[src/rtl/id_ex_pipe.sv]
// ID/EX pipeline register: captures decoded control and forwarded operands for EXE,
// detects load-use hazards, inserts bubbles, and honours flush/hold from neighbours.
module id_ex_pipe #(
  parameter int XLEN    = 32,
  parameter int ALUOP_W = 5,
  parameter int CNT_W   = 32
) (
  input  logic               clk,
  input  logic               rst_n,
  input  logic               id_valid_i,
  input  logic [XLEN-1:0]    id_pc_i,
  input  logic [4:0]         id_rs1_addr_i,
  input  logic [4:0]         id_rs2_addr_i,
  input  logic               id_rs1_re_i,
  input  logic               id_rs2_re_i,
  input  logic [XLEN-1:0]    id_op1_data_i,
  input  logic [XLEN-1:0]    id_op2_data_i,
  input  logic [XLEN-1:0]    id_imm_i,
  input  logic [4:0]         id_rd_addr_i,
  input  logic               id_rd_we_i,
  input  logic [ALUOP_W-1:0] id_alu_op_i,
  input  logic               id_mem_re_i,
  input  logic               id_mem_we_i,
  input  logic               flush_i,
  input  logic               hold_i,
  output logic               stall_o,
  output logic               ex_valid_o,
  output logic [XLEN-1:0]    ex_pc_o,
  output logic [XLEN-1:0]    ex_op1_o,
  output logic [XLEN-1:0]    ex_op2_o,
  output logic [XLEN-1:0]    ex_imm_o,
  output logic [4:0]         ex_rd_addr_o,
  output logic               ex_rd_we_o,
  output logic [ALUOP_W-1:0] ex_alu_op_o,
  output logic               ex_mem_re_o,
  output logic               ex_mem_we_o,
  output logic [CNT_W-1:0]   bubble_cnt_o
);

  typedef struct packed {
    logic               valid;
    logic [XLEN-1:0]    pc;
    logic [XLEN-1:0]    op1;
    logic [XLEN-1:0]    op2;
    logic [XLEN-1:0]    imm;
    logic [4:0]         rd;
    logic               rd_we;
    logic [ALUOP_W-1:0] alu_op;
    logic               mem_re;
    logic               mem_we;
  } ex_ctrl_t;

  ex_ctrl_t         ex_q;
  ex_ctrl_t         id_d;
  logic [CNT_W-1:0] cnt_q;
  logic             rs1_hit, rs2_hit, luh;

  assign id_d = '{valid: id_valid_i, pc: id_pc_i, op1: id_op1_data_i, op2: id_op2_data_i,
                  imm: id_imm_i, rd: id_rd_addr_i, rd_we: id_rd_we_i, alu_op: id_alu_op_i,
                  mem_re: id_mem_re_i, mem_we: id_mem_we_i};

  // Load data only exists after MEM, so a consumer right behind a load must wait a cycle.
  assign rs1_hit = id_rs1_re_i && (id_rs1_addr_i == ex_q.rd);
  assign rs2_hit = id_rs2_re_i && (id_rs2_addr_i == ex_q.rd);
  assign luh     = id_valid_i && ex_q.valid && ex_q.mem_re && (ex_q.rd != 5'd0) &&
                   (rs1_hit || rs2_hit);
  assign stall_o = hold_i || (luh && !flush_i);

  always_ff @(posedge clk) begin
    if (!rst_n) begin
      ex_q  <= '0;
      cnt_q <= '0;
    end else if (flush_i) begin
      // Flush wins over hold: the instruction in ID must die regardless.
      ex_q <= '0;
    end else if (hold_i) begin
      ex_q <= ex_q;
    end else if (luh) begin
      ex_q  <= '0;
      cnt_q <= cnt_q + 1'b1;
    end else begin
      ex_q <= id_d;
    end
  end

  assign ex_valid_o   = ex_q.valid;
  assign ex_pc_o      = ex_q.pc;
  assign ex_op1_o     = ex_q.op1;
  assign ex_op2_o     = ex_q.op2;
  assign ex_imm_o     = ex_q.imm;
  assign ex_rd_addr_o = ex_q.rd;
  assign ex_rd_we_o   = ex_q.rd_we;
  assign ex_alu_op_o  = ex_q.alu_op;
  assign ex_mem_re_o  = ex_q.mem_re;
  assign ex_mem_we_o  = ex_q.mem_we;
  assign bubble_cnt_o = cnt_q;

endmodule

[config.mk]
export PLATFORM = sky130hd
export DESIGN_NAME = id_ex_pipe
export DESIGN_NICKNAME = d
export VERILOG_FILES = /design/src/rtl/id_ex_pipe.sv
export SDC_FILE = /design/constraint.sdc
export NUM_CORES = 1
export LEC_CHECK = 0
export ABC_CLOCK_PERIOD_IN_PS = 4700
export BUFFER_PORTS_ARGS = -buffer_cell sky130_fd_sc_hd__buf_2
export CORE_UTILIZATION = 25
export DETAILED_ROUTE_END_ITERATION = 8
export GPL_ROUTABILITY_DRIVEN = 0
export HOLD_SLACK_MARGIN = 0.03
export SKIP_LAST_GASP = 1
export SYNTH_ARGS = -nofsm -noshare
export SYNTH_HDL_FRONTEND = slang
export SYNTH_SLANG_ARGS = --single-unit
[constraint.sdc]
create_clock -name clk -period 4.7 [get_ports clk]
set_clock_uncertainty 0.05 [all_clocks]
set_input_delay 0 -clock clk [delete_from_list [all_inputs] [get_ports clk]]
set_output_delay 0 -clock clk [all_outputs]
set_load 0.01 [all_outputs]
* Yosys cells after proc, flatten, opt, wreduce, memory -nomap -nowiden
Index checks and enable logic that the tools add are counted.
Word-level totals: word-level logic and storage cells 31, input bits 158, flip-flop bits (word level) 174, output and inout port bits 175
Operators by class: multiplexer cells 1, reduce and logical (&&, ||, !) cells 13, equality and inequality tests 2, add/sub/neg operators 1, bitwise operators 3
Operators with widths (count):
- two-way mux 142 bit | 1
- adder 32 x 1 -> 32 bit, second input constant | 1
- == test 5 bit | 2
- logical AND 1 bit | 7
- nonzero test 5 bit | 1
- NOT 1 bit | 3
- AND reduction 3 bit | 1
- logical OR 1 bit | 2
- OR reduction 2 bit | 1
- logical NOT 1 bit | 1

* Logic depth before layout (Yosys ltp)
Gate-level depths: netlist of the first run.
word-level depth 6, mapped depth 8, gate-level depth less buffers 6

* Worst setup path before layout of the first run
No wires, ideal clock.
kind register to register, from reg ex_q (netlist bit ex_rd_addr_o[3]), to reg ex_q (netlist bit ex_imm_o[17]), path slack 2.724 ns, data required time 4.533 ns, cell stages (with the launch flop) 9, arrival 1.809 ns, cells stage by stage dfxtp_1 -> xor2_1 -> nor4_1 -> a32oi_1 -> o211a_1 -> buf_2 -> buf_6 -> buf_6 -> a22o_1
Between the ends: cells in the longest elaborated chain, start to end 5
Ends and longest elaborated chain:
- start: declaration | line 53 | ex_ctrl_t ex_q;
- start signal: assignment | line 77 | ex_q <= ex_q;
- start signal: assignment | line 82 | ex_q <= id_d;
- == test 5 bit (on tied branches) | line 63, 64
- logical AND 1 bit (on tied branches) | line 63, 64
- logical OR 1 bit | line 66 | (rs1_hit || rs2_hit);
- logical AND 1 bit * | line 65 | assign luh = id_valid_i && ex_q.valid && ex_q.mem_re && (ex_q.rd != 5'd0) &&
- two-way mux 142 bit * | line 78 | end else if (luh) begin
Mark *: on every way between the ends. The rest lies on a longest branch, timed or not. A chain may end at the register's enable or synchronous reset.

* Worst setup path in the final report of the first run
from reg ex_q (netlist bit ex_rd_addr_o[0]), to reg ex_q (netlist bit ex_imm_o[1])
Same word-level chain as after synthesis.

==> results of run 1 <==
[cell type report]
class                   instances  area, sq um  area share [%]
flip-flops and latches        174         3483           34.50
well taps                     324        405.4           4.015
clock buffers                  18        429.2           4.250
multi-input cells             315         2397           23.74
inverters                       5        18.77          0.1859
repair buffers                485         3188           31.57
clock inverters                13        175.2           1.735
[cells by family after synthesis]
group	Yosys count	synth area share (%)
fa+ha+maj	1	0.2029
flops	174	56.49
simple gates	94	9.233
buf+inv	57	5.134
compound gates	210	27.52
xor+xnor	10	1.421
[through the flow]
step / util, % / instances
2_1_floorplan: - / 546
3_3_place_gp: 33.12 / 1157
3_5_place_dp: 33.12 / 1157
4_1_cts: 41.64 / 1334
5_1_grt: 41.64 / 1334
6_report: 41.64 / 1334
[path summary, 6_finish.rpt]
| kind | start | to | slack [ps] |
|---|---|---|---|
| min | id_pc_i[3] | ex_pc_o[3] | 270 |
| min reg2reg | ex_op1_o[11] | ex_op1_o[11] | 420 |
| max | ex_rd_addr_o[0] | ex_imm_o[1] | 1990 |
| max reg2reg | ex_rd_addr_o[0] | ex_imm_o[1] | 1990 |
[power by group]
part           internal [mW]  switching, mW  total (mW)
clock                  0.848          0.627        1.47
combinational          0.191          0.134       0.325
sequential              1.51         0.0239        1.54
[synth_stat cells (all sizes together)]
cell / instances / area (sq um)
xnor2: 2 / 17.52
nor2: 6 / 22.52
xor2: 8 / 70.07
a32oi: 1 / 8.760
nand3: 15 / 75.07
clkbuf: 25 / 93.84
nand2: 11 / 41.29
a22o: 142 / 1244
or3: 1 / 6.260
o211ai: 2 / 15.01
or2: 2 / 12.51
dfxtp: 174 / 3483
nand4: 13 / 81.33
a21oi: 29 / 145.1
ha: 1 / 12.51
o2111ai: 1 / 15.01
nand2b: 1 / 6.260
inv: 5 / 18.77
nor3: 2 / 10.01
and3: 4 / 25.02
nor4: 3 / 18.77
o311ai: 1 / 8.760
or4: 30 / 225.2
o41ai: 1 / 8.760
o21ai: 1 / 5.000
and4: 3 / 26.28
and2: 3 / 18.77
o211a: 1 / 10.01
o2111a: 1 / 11.26
o31ai: 30 / 225.2
buf: 27 / 204.0
[placed cells by master (no fill, tap or decap), types with 2 or more instances in the layout]
master / n
buf_2: 332
dfxtp_1: 174
dlygate4sd3_1: 146
a22o_1: 142
or4_1: 30
o31ai_1: 30
a21oi_1: 29
clkbuf_16: 17
nand3_1: 15
nand4_1: 13
nand2_1: 11
xor2_1: 8
nor2_1: 6
buf_4: 6
inv_1: 5
and3_1: 4
inv_6: 4
nor4_1: 3
and4_1: 3
clkinvlp_4: 3
bufinv_16: 3
xnor2_1: 2
and2_1: 2
o211ai_1: 2
or2_2: 2
inv_8: 2
[flip-flops by register name, summed over array words and instances, names as in the netlist]
| name | flops |
|---|---|
| ex_op2_o | 32 |
| ex_pc_o | 32 |
| bubble_cnt_o | 32 |
| ex_mem_re_o | 1 |
| ex_rd_we_o | 1 |
| ex_op1_o | 32 |
| ex_mem_we_o | 1 |
| ex_imm_o | 32 |
| ex_valid_o | 1 |
| ex_rd_addr_o | 5 |
| ex_alu_op_o | 5 |
[worst max-delay path, cell delays in order, from the launching register on]
cell and delay, ps:
dfxtp_1 360, or4_1 590, o2111ai_2 300, o211a_4 660, buf_12 390, a22o_1 220
[metal layers]
metal | global-route usage (%) | vias up | routed length [um]
met4 | 6.294 | 0 | 547
met3 | 4.142 | 38 | 1200
met1 | 19.90 | 2955 | 9131
met2 | 26.06 | 261 | 9562
met5 | 0 | - | 0
li1 | - | 3036 | -
[timing repair]
action	4_1_cts	5_1_grt
endpoints found under the hold margin	146	0
setup buffers	0	0
hold buffers	146	0
gates resized for setup	0	0
==> metrics.txt, run 1 <==
Worst-path clk slew=about 70 ps; global-route wire length before repair=~32 mm; Worst Path Arrival=approximately 3000 ps; max-cap violation count=0; Fmax achieved=between 300 and 400 MHz; Setup violations, final=0; WHS=270.7 ps; Layout fillers=around 2300; post-synthesis sequential area ratio=roughly 56%; die width=159.0 um; worst setup margin=1992 ps; YS warnings=0; Skew-Pair Late Insertion Delay=around 420 ps; P&R area growth vs syn=63.76%; library cells used by synthesis=33; final hold violation count=0; antenna violations before repair=0; RSZ-0062 raised after global routing=no; TritonCTS clock tree=done; fin. max-slew vios=0; Pwr Density=~330 nW/um^2; Yosys reg bits=174; via count of the first global-routing pass=around 6200; Detail Route Antenna Nets=0; Slew @ Worst Pin=1045 ps; TNS Setup=0 ps; Core Region=between 20000 and 25000 sq um; mapped cell area=slightly above 6000 sq um; CTS buffer count=17; H-tree Lvls=4; layout cells sized above 1=37.13%; drt total wl=~20 mm; CP startpoint kind=flip-flop; Clock Path Buffers=2; Avg Synthesized Cell Area=about 11 sq um; GRT Residual Overflow=0; die area=25300 sq um; outcome=completed; drt pass-1 iters=4; P_leak=4.596 nW; Hold Path Depth=3; Antenna diodes=0; WL/cell=about 15 um; io pins=333; Worst Path Max Fanout=84; min-delay worst type=input port to flip-flop; total track usage=15.90%; clock root buffer=clkbuf_16; Synth Net Count=just over 700; Max IR drop VDD=235.2 uV; DR iter-0 viols=330; final worst path period share=roughly 58%; clock sink total=174; I/O Buffers=332; setup slack after placement=around 2000 ps; R2R depth=5; largest net degree at the start of global routing=around 100; Post-Syn Instances=about 550; Final Net Count=1157; Critical Path RT=~5000 ps; Placed Area=roughly 8000 sq um; crit path time final=around 2700 ps; final instance area=about 10000 sq um; vias per inst=roughly 4.7; residual DRC count=0; Slew Limit Headroom=around 30%; post-DP HPWL=~13 mm; Die Ht=around 160 um; Starting Density=25.43%; CP Capture Type=flip-flop; via count=6290; Overall Power=roughly 3.3 mW; site row count=57; Critical Setup Path Class=flip-flop to flip-flop
Note: power is estimated with default switching activity, not from simulation.
==> run 2, diff against run 1 <==
- ABC_AREA: not set -> 1
- ABC_CLOCK_PERIOD_IN_PS: 4700 -> 2720
- clock period: 4.7 -> 2.72 ns (I/O delays scaled with it)
==> metrics.txt, run 2 <==
Synth top area share=47.65%; YS warnings=0; Worst-path clk slew=around 70 ps; I/O Buffers=332; CTS buffer count=17; Yosys reg bits=around 170; CP Capture Type=primary output; clock root buffer=clkbuf_16; Comb pwr share=12.1%; die width=173.0 um; Post-Syn Instances=a little over 1000; Multi-input gate area=about 3200 sq um; global-route wire length before repair=about 41 mm; die area=between 20000 and 30000 sq um; Slew @ Worst Pin=approximately 1400 ps; mapped cell area=7310 sq um; Die Ht=between 150 and 200 um; Synth Net Count=around 1200; P_leak=about 5.6 nW; TNS Setup=0 ps; Layout fillers=2983; Fmax achieved=approximately 410 MHz; R2R depth=8; DR iter-0 viols=approximately 600; ys flop type=dfxtp_1; final core utilization=a little under 40%; Avg Synthesized Cell Area=7.090 sq um; Hold Path Depth=4; via count=approximately 8500; Critical Path RT=around 2700 ps; final hold violation count=0; Sequential Power Share=between 40 and 50%; min-delay worst type=input port to flip-flop; GRT Residual Overflow=0; max-cap violation count=0; clock sink total=approximately 170; antenna violations before repair=1; RSZ-0062 raised after global routing=no; Cell Chain, Critical Path=nor2_1 -> nand4_1 -> nand4_1 -> inv_1 -> nand2_8 -> buf_12 -> o21ai_0 -> buf_2; TritonCTS clock tree=done; Final Net Count=1626; Post-synth top cells=nand2_1 (250), dfxtp_1 (174), o21ai_0 (151); total track usage=17.02%; Worst Path Max Fanout=37; drt total wl=about 26 mm; Pwr Density=slightly above 500 nW/um^2; Skew-Pair Late Insertion Delay=~420 ps; crit path time final=about 2400 ps; WL/cell=~14 um; largest stage delay on the critical path=450 ps; Post-synth EDFFs=0; ys async rst share=0%; P&R area growth vs syn=55.39%; most common cell in the netlist=nand2_1; Worst Path Arrival=approximately 2400 ps; Most common cell on crit path=nand4_1; Critical Setup Path Class=flip-flop to primary output; site row count=62; Setup violations, final=0; outcome=completed; layout cells sized above 1=around a quarter; via count of the first global-routing pass=roughly 8200; Detail Route Antenna Nets=0; area leader, netlist=dfxtp_1; Psw=roughly 1.6 mW; synth top area cells=dfxtp_1 (48%), nand2_1 (13%), o21ai_0 (10%); clock network power share=around 43%; largest net degree at the start of global routing=286; post-DP HPWL=~16 mm; Starting Density=approximately 25%; vias per inst=around 4.5; H-tree Lvls=4; CP startpoint kind=flip-flop; Clock Path Buffers=2; post-synthesis sequential area ratio=47.65%; residual DRC count=0; Overall Power=slightly below 6 mW; register area=3483 sq um; final worst path period share=roughly nine tenths; slowest CP cell=dfxtp_1; library cells used by synthesis=22; Core Region=28700 sq um; internal power=roughly 4.3 mW; Max IR drop VDD=343.9 uV; commonest cells after routing, fill and taps aside=buf_2 (332), nand2_1 (249), dfxtp_1 (174); most common cell after layout, fill and taps aside=buf_2; switching share of power=approximately 27%; drt pass-1 iters=5; Slew Limit Headroom=4.611%; io pins=around 330; fin. max-slew vios=0
[run 2: worst max-delay path: cells and delay by family (launching register included)]
| kind | cells | cell delay, ps |
|---|---|---|
| and+or+nand+nor | 4 | 670 |
| DFF | 1 | 450 |
| buffers and inverters | 3 | 680 |
| AOI/OAI and AO/OA | 1 | 150 |
[run 2: path summary, 6_finish.rpt]
path / startpoint / end / slack, ps
max: ex_rd_addr_o[0] / stall_o / 290
min: flush_i / ex_pc_o[4] / 60
max reg2reg: ex_rd_addr_o[0] / ex_op1_o[28] / 690
min reg2reg: ex_imm_o[11] / ex_imm_o[11] / 470
[run 2: logic make-up after synthesis]
| group | share of synthesized area [%] |
|---|---|
| DFF | 47.65 |
| AOI/OAI and AO/OA | 22.10 |
| and+or+nand+nor | 21.60 |
| buffers and inverters | 8.473 |
| adders and majority gates | 0.1711 |
[run 2: area by class of cell]
cell class	count	share of cell area, %
diodes	1	0.02203
multi-input cells	707	28.45
inverters	79	2.655
clock inverters	14	1.476
flip-flops and latches	174	30.67
well taps	384	4.230
repair buffers	488	28.75
clock buffers	17	3.745
[run 2: power by group through the flow]
stage	combinational (mW)	clock, mW	sequential (mW)
global placement	0.537	0	2.73
global route	0.787	2.70	2.69
detailed placement	0.544	0	2.73
CTS	0.705	2.60	2.68
floorplan	0.229	0	2.78
finish	0.714	2.51	2.68
[run 2: layer usage]
metal	vias up	routed length [um]	global-route usage, %
met5	-	0	0
met4	0	920	8.260
met3	66	1214	3.848
met2	282	12450	29.00
met1	3865	11020	20.15
li1	4238	-	-
[run 2: metrics by stage]
stage	setup WS (ps)	hold WS (ps)	instance area, sq um	instances
after floorplan	1131	79.99	7310	1031
after global placement	512.8	196.5	9323	1689
after detailed placement	513.6	203.0	9323	1689
after CTS	90.89	58.13	11350	1863
after global routing	14.63	60.06	11360	1864
final	286.5	55.42	11360	1864
[run 2: what timing repair did]
item                       in CTS  in global routing
hold endpoints to repair      158                  0
gates resized for setup         0                  1
setup endpoints to repair       0                  1
hold buffers                  143                  0
setup buffers                   0                  0
==> run 3, diff against run 2 <==
- RECOVER_POWER: not set -> 50
==> metrics.txt, run 3 (synthesis gave the netlist of run 2 again) <==
drt total wl=roughly 26 mm; Psw=between 1.5 and 2 mW; Clock Path Buffers=2; RSZ-0062 raised after global routing=no; final worst path period share=about nine tenths; global-route wire length before repair=a little over 40 mm; internal power=about 4.3 mW; Layout fillers=3048; final std cells w/o fill=around 1900; Core Region=about 29000 sq um; final instance area=about 11000 sq um; min-delay worst type=input port to flip-flop; die width=about 170 um; Worst-path clk slew=70 ps; Buf+Inv Stages, Crit Path=3; DR iter-0 viols=between 500 and 600; outcome=completed; die area=roughly 30000 sq um; Fmax achieved=411.1 MHz; WL/cell=13.75 um; Worst Path Arrival=between 2000 and 2500 ps; site row count=just over 60; antenna violations before repair=1; Detail Route Antenna Nets=0; Cell Chain, Critical Path=nor2_1 -> nand4_1 -> nand4_1 -> inv_1 -> nand2_8 -> buf_12 -> o21ai_0 -> buf_2; max-cap violation count=0; clock root buffer=clkbuf_16; vias per inst=about 4.5; Comb pwr share=11.7%; clock sink total=roughly 170; Max IR drop VDD=between 300 and 400 uV; via count of the first global-routing pass=approximately 8000; Die Ht=roughly 170 um; CP startpoint kind=flip-flop; slowest CP cell=dfxtp_1; GRT Residual Overflow=0; commonest cells after routing, fill and taps aside=nand2_1 (249), dfxtp_1 (174), clkbuf_1 (174); Final Net Count=roughly 1600; Most common cell on crit path=nand4_1; final core utilization=about two fifths; Starting Density=about a quarter; crit path time final=between 2000 and 2500 ps; dpl cells=1689; post-DP HPWL=approximately 16 mm; residual DRC count=0; layout cells sized above 1=14.67%; Sequential Power Share=between 40 and 50%; Critical Setup Path Class=flip-flop to primary output; largest stage delay on the critical path=450 ps; Skew-Pair Late Insertion Delay=around 420 ps; Slew @ Worst Pin=~1400 ps; clock network power share=between 40% and 50%; P&R area growth vs syn=52.41%; Setup violations, final=0; TritonCTS clock tree=done; TNS Setup=0 ps; switching share of power=roughly 27%; Pwr Density=about 530 nW/um^2; Placed Area=between 9000 and 10000 sq um; CTS buffer count=17; Slew Limit Headroom=under 10%; total track usage=~17%; I/O Buffers=332; post-CTS setup buffer count=0; Largest delay share family, worst path=buffers and inverters; drt pass-1 iters=5; via count=8437; final hold violation count=0; largest net degree at the start of global routing=about 290; io pins=333; H-tree Lvls=4; fin. max-slew vios=0; CP Capture Type=primary output; most common cell after layout, fill and taps aside=nand2_1; Worst Path Max Fanout=37; P_leak=between 4 and 5 nW; Critical Path RT=~2700 ps
==> run 3: cell count changes in the layout (fill, tap and decap cells not counted), sizes merged <==
cell and delta:
buf -174, clkbuf +174
==> run 3: stage by stage <==
stage / hold WS, ps / power, mW / worst slack (ps)
2_1_floorplan: 79.99 / 3.007 / 1131
3_3_place_gp: 196.5 / 3.270 / 512.8
3_5_place_dp: 203.0 / 3.278 / 513.6
4_1_cts: 58.13 / 5.980 / 90.89
5_1_grt: 60.06 / 6.157 / 12.67
6_report: 57.74 / 5.883 / 287.4
==> run 3: worst paths after layout <==
kind / start / endpoint / slack (ps) / depth (start not counted)
hold reg to reg: ex_alu_op_o[1] / ex_alu_op_o[1] / 470 / 2
hold / removal: flush_i / ex_pc_o[4] / 60 / 4
setup reg to reg: ex_rd_addr_o[0] / ex_op1_o[28] / 700 / 8
setup / recovery: ex_rd_addr_o[0] / stall_o / 290 / 8
==> run 3: layout make-up <==
type / count / area [sq um] / share of cell area, %
Sequential cell: 174 / 3483 / 31.27
Multi-Input combinational cell: 707 / 3232 / 29.01
Timing Repair Buffer: 488 / 3048 / 27.36
Tap cell: 384 / 480.5 / 4.313
Clock buffer: 17 / 425.4 / 3.819
Inverter: 79 / 301.5 / 2.707
Clock inverter: 14 / 167.7 / 1.505
Antenna cell: 1 / 2.502 / 0.02246
==> run 3: what timing repair did <==
item / in CTS / in global routing
endpoints found under the setup margin: 0 / 1
hold buffers: 143 / 0
hold endpoints to repair: 158 / 0
resized for setup: 0 / 1
==> run 3: power groups by stage <==
stage	logic [mW]	registers (mW)	clock network, mW
2_1_floorplan	0.229	2.78	0
3_3_place_gp	0.537	2.73	0
3_5_place_dp	0.544	2.73	0
4_1_cts	0.705	2.68	2.60
5_1_grt	0.763	2.69	2.70
6_report	0.691	2.68	2.51
==> run 3: worst reg2reg max path, cell delays in order, from the launching register on <==
cell     delay (ps)
dfxtp_1         450
nor2_1           70
nand4_1         120
nand4_1         220
inv_1           230
nand2_8         250
buf_12          270
nand2_1         120
a21oi_1          70
==> run 3: layer usage <==
metal | GRT usage [%] | vias up | share of wire (%)
li1 | - | 4233 | -
met1 | 20.15 | 3848 | 43
met5 | 0 | - | 0
met3 | 3.848 | 68 | 5.0
met2 | 29.00 | 288 | 49
met4 | 8.260 | 0 | 3.6
